$ cat config.mk
export PLATFORM = sky130hd
export DESIGN_NAME = cp0_exception_ctrl
export DESIGN_NICKNAME = d
export VERILOG_FILES = /design/src/rtl/cp0_exception_ctrl.sv
export SDC_FILE = /design/constraint.sdc
export NUM_CORES = 1
export LEC_CHECK = 0
export ABC_CLOCK_PERIOD_IN_PS = 1600
export CORE_MARGIN = 2
export CORE_UTILIZATION = 39
export DETAILED_ROUTE_END_ITERATION = 16
export PLACE_DENSITY = 0.77
export SETUP_SLACK_MARGIN = 0.1
export SLEW_MARGIN = 30
export SYNTH_ARGS = -nofsm -noshare
export SYNTH_HDL_FRONTEND = slang
export SYNTH_SLANG_ARGS = --single-unit
$ cat constraint.sdc
create_clock -name clk -period 1.6 [get_ports clk]
set_input_delay 0.32 -clock clk [delete_from_list [all_inputs] [get_ports clk]]
set_output_delay 0.32 -clock clk [all_outputs]
set_load 0.02 [all_outputs]
$ cat src/rtl/cp0_exception_ctrl.sv
// CP0 Status/Cause/EPC registers with a three-state exception entry sequencer.
// Entry at edge N gives flush at N+1 and a redirect to EXC_VECTOR at N+2; there is no backpressure.
module cp0_exception_ctrl #(
  parameter logic [31:0] EXC_VECTOR = 32'h8000_0080
) (
  input  logic        clk,
  input  logic        rst_n,
  input  logic        pendingexception,
  input  logic [4:0]  exccode,
  input  logic [31:0] exc_pc,
  input  logic        exc_bd,
  input  logic [5:0]  interrupts_in,
  input  logic        rfe,
  input  logic        mtc0_we,
  input  logic [4:0]  mtc0_addr,
  input  logic [31:0] mtc0_wdata,
  input  logic [4:0]  mfc0_addr,
  output logic [31:0] mfc0_rdata,
  output logic        iec,
  output logic [7:0]  ip_masked,
  output logic        flush,
  output logic        pc_redirect,
  output logic [31:0] redirect_pc,
  output logic        exc_busy
);

  typedef enum logic [1:0] {IDLE, FLUSH, REDIRECT} state_t;

  state_t      state, state_nxt;
  logic [7:0]  status_im;
  logic [5:0]  status_ku;
  logic        cause_bd;
  logic [5:0]  cause_iphw;
  logic [1:0]  cause_ipsw;
  logic [4:0]  cause_exc;
  logic [31:0] epc;

  logic take_exc, take_rfe, wr_status, wr_cause, wr_epc;

  assign take_exc  = (state == IDLE) && pendingexception;
  assign take_rfe  = (state == IDLE) && rfe && !pendingexception;
  assign wr_status = mtc0_we && (mtc0_addr == 5'd12);
  assign wr_cause  = mtc0_we && (mtc0_addr == 5'd13);
  assign wr_epc    = mtc0_we && (mtc0_addr == 5'd14);

  always_ff @(posedge clk or negedge rst_n) begin
    if (!rst_n) state <= IDLE;
    else        state <= state_nxt;
  end

  always_comb begin
    state_nxt = state;
    case (state)
      IDLE:     if (pendingexception) state_nxt = FLUSH;
      FLUSH:    state_nxt = REDIRECT;
      REDIRECT: state_nxt = IDLE;
      default:  state_nxt = IDLE;
    endcase
  end

  always_ff @(posedge clk or negedge rst_n) begin
    if (!rst_n) begin
      status_im  <= '0;
      status_ku  <= '0;
      cause_bd   <= 1'b0;
      cause_iphw <= '0;
      cause_ipsw <= '0;
      cause_exc  <= '0;
      epc        <= '0;
    end else begin
      cause_iphw <= interrupts_in;
      if (wr_status) status_im <= mtc0_wdata[15:8];
      if (wr_cause)  cause_ipsw <= mtc0_wdata[9:8];
      // Entry and rfe both own the KU/IE stack, so they win over a software write.
      if (take_exc)       status_ku <= {status_ku[3:0], 2'b00};
      else if (take_rfe)  status_ku <= {status_ku[5:4], status_ku[5:2]};
      else if (wr_status) status_ku <= mtc0_wdata[5:0];
      if (take_exc) begin
        cause_exc <= exccode;
        cause_bd  <= exc_bd;
        epc       <= exc_bd ? (exc_pc - 32'd4) : exc_pc;
      end else if (wr_epc) begin
        epc <= mtc0_wdata;
      end
    end
  end

  always_comb begin
    mfc0_rdata = '0;
    case (mfc0_addr)
      5'd12:   mfc0_rdata = {16'b0, status_im, 2'b00, status_ku};
      5'd13:   mfc0_rdata = {cause_bd, 15'b0, cause_iphw, cause_ipsw, 1'b0, cause_exc, 2'b00};
      5'd14:   mfc0_rdata = epc;
      default: mfc0_rdata = '0;
    endcase
  end

  assign iec         = status_ku[0];
  assign ip_masked   = {cause_iphw, cause_ipsw} & status_im;
  assign flush       = (state == FLUSH);
  assign pc_redirect = (state == REDIRECT);
  assign exc_busy    = (state != IDLE);
  assign redirect_pc = EXC_VECTOR;

endmodule

Word level (Yosys, flattened, before mapping)

Index checks and enable logic that the tools add are counted.
W data, S select, Z words.

Flip-flop bits (word level): 62
Bits of input ports: 91
Output and inout port bits: 76
Logic and storage cells: 43

Add/sub/neg operators: 1
Eq/ne operators: 10
Muxes and demuxes: 9
Bitwise logic cells: 1
Reduce and logical (&&, ||, !) cells: 13

Operators by type and width:

| cell                    | number |
|---|---|
| $mux W32                | 3 |
| $pmux W32 S3            | 1 |
| $sub A32 B3 Y32 const B | 1 |
| $eq A5 B4 Y1 const B    | 6 |
| $mux W6                 | 3 |
| $and A8 B8 Y8           | 1 |
| $logic_and A1 B1 Y1     | 6 |
| $reduce_bool A2 Y1      | 3 |
| $ne A2 B2 Y1 const B    | 2 |
| $pmux W2 S2             | 1 |
| $reduce_bool A3 Y1      | 1 |
| $eq A2 B1 Y1 const B    | 1 |
| $eq A2 B2 Y1 const B    | 1 |
| $logic_not A2 Y1        | 1 |
| $mux W2                 | 1 |
| $reduce_and A2 Y1       | 1 |
| $logic_not A1 Y1        | 1 |

Longest topological paths before layout

Gate-level depths: netlist of run 1.

Depth after elaboration: 5
Mapped depth: 7
Gate-level depth less buffers: 7

Worst setup path before layout of run 1

No wires, ideal clock.

Kind: input to output
From: input port mfc0_addr[0]
To: output port mfc0_rdata[10]
Arrival: 1.654 ns
Data required time: 1.280 ns
Slack: -0.374 ns
Stages on the path: 4
Path buffers: 2
Cells stage by stage: clkbuf_1 > buf_1 > mux2i_1 > o21ai_0

Longest elaborated chain between the ends: 2
Elaborated cells between the ends (all ways): 4
Classes of those cells: eq/ne: 3; mux: 1

Ends and longest elaborated chain:

| item               | RTL line | text |
|---|---|---|
| start: declaration | 17       | `input logic [4:0] mfc0_addr,` |
| $eq A5 B4 Y1       | 90       | `case (mfc0_addr)` |
| $pmux W32 S3 *     | 90       |  |
| end: declaration   | 18       | `output logic [31:0] mfc0_rdata,` |

Every way passes the cells marked *; elsewhere a longest branch is shown, timed or not.

Worst setup path in the final report of run 1

From: input port mfc0_addr[4]
To: output port mfc0_rdata[0]

Same word-level chain as after synthesis.

==> results of run 1 <==
layout make-up:
cell class / count / share of cell area, %
Tap cell: 133 / 2.365
Clock inverter: 7 / 1.067
Multi-Input combinational cell: 341 / 38.18
Antenna cell: 1 / 0.03557
Inverter: 4 / 0.2490
Clock buffer: 9 / 1.761
Timing Repair Buffer: 237 / 34.29
Sequential cell: 62 / 22.05
cells by family after synthesis:
group           share of synthesized area, %
fa+ha+maj                             0.3144
xor+xnor                               6.164
flops                                  38.99
mux                                    9.623
compound gates                         12.86
other cells                           0.1887
simple gates                           22.48
buf+inv                                9.371
layer usage:
layer,wire length (um),part of all wire [%],up-vias,GRT usage [%]
met3,1108,7.0,63,6.550
met4,892,5.7,0,15.62
met2,7818,50,217,46.85
met1,5953,38,2025,32.43
li1,-,-,1887,-
met5,0,0,-,0
cell usage in the layout, fill, tap and decap left out, types with 11 or more instances in the layout:
master                            instances
sky130_fd_sc_hd__nor2_1                  15
sky130_fd_sc_hd__buf_6                   50
sky130_fd_sc_hd__nand2_1                 33
sky130_fd_sc_hd__dlygate4sd2_1           14
sky130_fd_sc_hd__nor2b_1                 22
sky130_fd_sc_hd__mux2i_1                 26
sky130_fd_sc_hd__buf_4                   69
sky130_fd_sc_hd__conb_1                  32
sky130_fd_sc_hd__buf_2                   11
sky130_fd_sc_hd__xor2_1                  18
sky130_fd_sc_hd__a211oi_1                12
sky130_fd_sc_hd__clkdlybuf4s50_1         53
sky130_fd_sc_hd__dfrtp_1                 62
sky130_fd_sc_hd__a21oi_1                 23
sequential cells by signal, indices dropped and copies added, names as in the netlist:
register    cells
cause_iphw      6
state           2
cause_exc       5
status_ku       6
status_im       8
epc            32
cause_ipsw      2
cause_bd        1
repair_timing:
action                                  in CTS  in global routing
endpoints found under the setup margin      90                 75
gates resized for setup                    362                 75
buffers inserted                            24                  6
pin swaps                                   46                 44
cloned                                      10                  1
endpoints found under the hold margin       19                  0
hold buffers                                 1                  0
per-stage QoR:
stage	cells	power, mW	TNS (ns)
floorplan	462	3.031	-0.8384
finish	794	5.422	-7.702
global route	793	5.677	-10.52
CTS	788	5.257	-6.631
detailed placement	738	3.751	-52.58
global placement	738	3.678	-50.02
worst paths after layout:
check,startpoint,end,slack [ns],depth (start not counted)
worst max register to register,state[1],epc[9],0.13,7
worst min-delay path,exc_bd,cause_bd,0.36,4
min in group asynchronous,rst_n,state[0],0.47,3
worst max-delay path,mfc0_addr[4],mfc0_rdata[0],-0.27,8
max in group asynchronous,rst_n,cause_iphw[5],0.78,3
worst min register to register,cause_exc[2],cause_exc[2],0.48,2
power groups by stage:
stage	Combinational (mW)	Clock [mW]	Sequential (mW)
6_report	1.80	1.44	2.19
2_1_floorplan	0.942	0	2.09
3_3_place_gp	1.54	0	2.13
4_1_cts	1.66	1.43	2.16
3_5_place_dp	1.60	0	2.15
5_1_grt	1.94	1.52	2.22
cells in the mapped netlist (all sizes together):
cell type  count
nor3           7
a21oi         27
a21o           2
xor2          19
a32o           2
conb           2
xnor2          9
buf           41
a2bb2oi        1
and4           2
nand4bb        1
o22ai          2
nor3b          4
dfrtp         62
mux2i         27
inv            4
nor2b         25
mux2          10
and4bb         1
nor4b          1
nand2         48
nor2          21
clkbuf        15
nand3          5
nand3b         3
a21boi         2
and2          24
o21ai         23
nand4b         4
nand2b         1
a211oi        23
or3            3
nor4           2
ha             1
or4            2
or2            1
a22o           2
nand4          3
critical path, delay by kind of cell:
family,cells,cell delay [ns]
buffers and inverters,5,0.62
AND/OR/NAND/NOR,2,0.44
AO/OA/AOI/OAI,1,0.17
==> results.cfg, run 1 <==
[logic_synthesis]
number_of_warnings_reported_in_the_yosys_synthesis_log = 0
synth-seq-cells = 62
synth_area_leader_cell = sky130_fd_sc_hd__dfrtp_1
syn_avg_cell_area_um2 = 9.210
synth_largest_type_area_fraction_pct = 38.99
syn_inst = 432
synth-seq-area-share_pct = 38.99
area_contributors_post_synth = sky130_fd_sc_hd__dfrtp_1, sky130_fd_sc_hd__buf_4, sky130_fd_sc_hd__mux2i_1, sky130_fd_sc_hd__nand2_1, sky130_fd_sc_hd__a211oi_1
synth_cell_types = 50
syn_area_mm2 = 0.003979

[placement]
gpl.final_weighted_congestion = 0.8332
post_dp_cell_area_mm2 = 0.005989
place_ws_ns = -0.9698
hpwlAfterDp_um = 9278
buffer_ports.inserted = 134

[clock_tree]
total_clock_buffers_created_by_cts = 9
cts-htree-levels = 3
cts-root-to-sink-buffers = 2
clock_tree.root_cell = sky130_fd_sc_hd__clkbuf_8
path_clk_slew_ns = 0.08
numClockSinks = 62
clock_latency_at_the_later_pin_of_the_worst_skew_pair_ns = 0.35
tritoncts_clock_tree = built

[routing]
drt-total-wl_um = 15770
vias = 4192
drc_errors = 0
routedWlPerCell_um = 19.87
vias_per_cell = 5.280
final_antenna_net_count = 0
drt_pre_antenna_iters = 5
number_of_design_rule_violations_left_by_the_first_detailed_router_iteration = 158

[die]
dieWidth_um = 105.0
die-height_um = 105.0
floorplan.io_pins = 167
floorplan.core_area_mm2 = 0.009819
floorplan.rows = 36
die-area_mm2 = 0.01103
start_util_pct = 40.52

[critical_path]
worstPathArrival_ns = 1.55
cp_max_stage_cell = sky130_fd_sc_hd__nand3b_1
crit_path_start_kind = primary input
worstPathCellList = buf_6 > nand3b_1 > nor3b_4 > buf_6 > buf_8 > buf_12 > a22o_1 > buf_6
timing.critical_path.mode_cell = sky130_fd_sc_hd__buf_6
ws_path_type = primary input to output pin
setup.worst_path.end_class = output pin
endpoint_required_time_on_the_critical_path_ns = 1.28
cpPeakStageDelay_ns = 0.23
crit_path_max_fanout = 8

[global_routing]
grt.total_usage_pct = 27.82
number_of_antenna_violations_at_the_first_check_in_global_routing = 1
grt_pass1_vias = 4512
grt_pass1_wl_um = 23630
grt-ovfl-total = 0
grt_max_degree = 63

[power]
leakagePower_nw = 3.186
pwr-share-clk_pct = 26.5
p_per_area_mw_per_mm2 = 770.7
power.combinational.fraction_pct = 33.2
power.internal_mw = 3.531
power.ir.vdd_worst_uv = 516.6
sequentialPowerShare_pct = 40.3
power_switching_share_pct = 34.88
net-switching-power_mw = 1.891

[cells_and_area]
post-route-cell-area_mm2 = 0.007036
total_area_of_multi_input_combinational_cells_mm2 = 0.002686
drive_gt1_share_pct = 44.09
areaGrowthSynthToFinish_pct = 76.82
regArea_mm2 = 0.001551
filler_cell_count = 714
post-route-util_pct = 71.65
nNetsFinal = 747

[sta]
rsz0062_at_grt = true
final_hold_viol_count = 0
clock.fmax_ghz = 0.5340
finalWorstSetupSlack_ns = -0.2727
final_min_period_over_clock_period_pct = 117.0
whs_ns = 0.3598
report.final.setup_viol = 32
period_minus_slack_ns = 1.873
finalMaxSlewViolations = 0
worst_clock_skew_ns = 0.006794

[min_path]
hold_path.class = primary input to register

[run]
cap_viol_max_count = 0

[run_status]
violated_checks = negative setup slack
status = finished, violations left
Power figures use the tool's default switching activity.
==> run 2, diff against run 1 <==
--- a/config.mk
+++ b/config.mk
@@ -6,6 +6,7 @@
 export NUM_CORES = 1
 export LEC_CHECK = 0
 export ABC_CLOCK_PERIOD_IN_PS = 1600
+export CAP_MARGIN = 10
 export CORE_MARGIN = 2
 export CORE_UTILIZATION = 39
 export DETAILED_ROUTE_END_ITERATION = 16
==> results of run 2 <==
Final layout, timing and power as in run 1 (identical DEF).
==> run 3, diff against run 2 <==
--- a/config.mk
+++ b/config.mk
@@ -10,6 +10,7 @@
 export CORE_MARGIN = 2
 export CORE_UTILIZATION = 39
 export DETAILED_ROUTE_END_ITERATION = 16
+export HOLD_SLACK_MARGIN = 0.1
 export PLACE_DENSITY = 0.77
 export SETUP_SLACK_MARGIN = 0.1
 export SLEW_MARGIN = 30
==> results of run 3 <==
Final layout, timing and power as in run 1 (identical DEF).
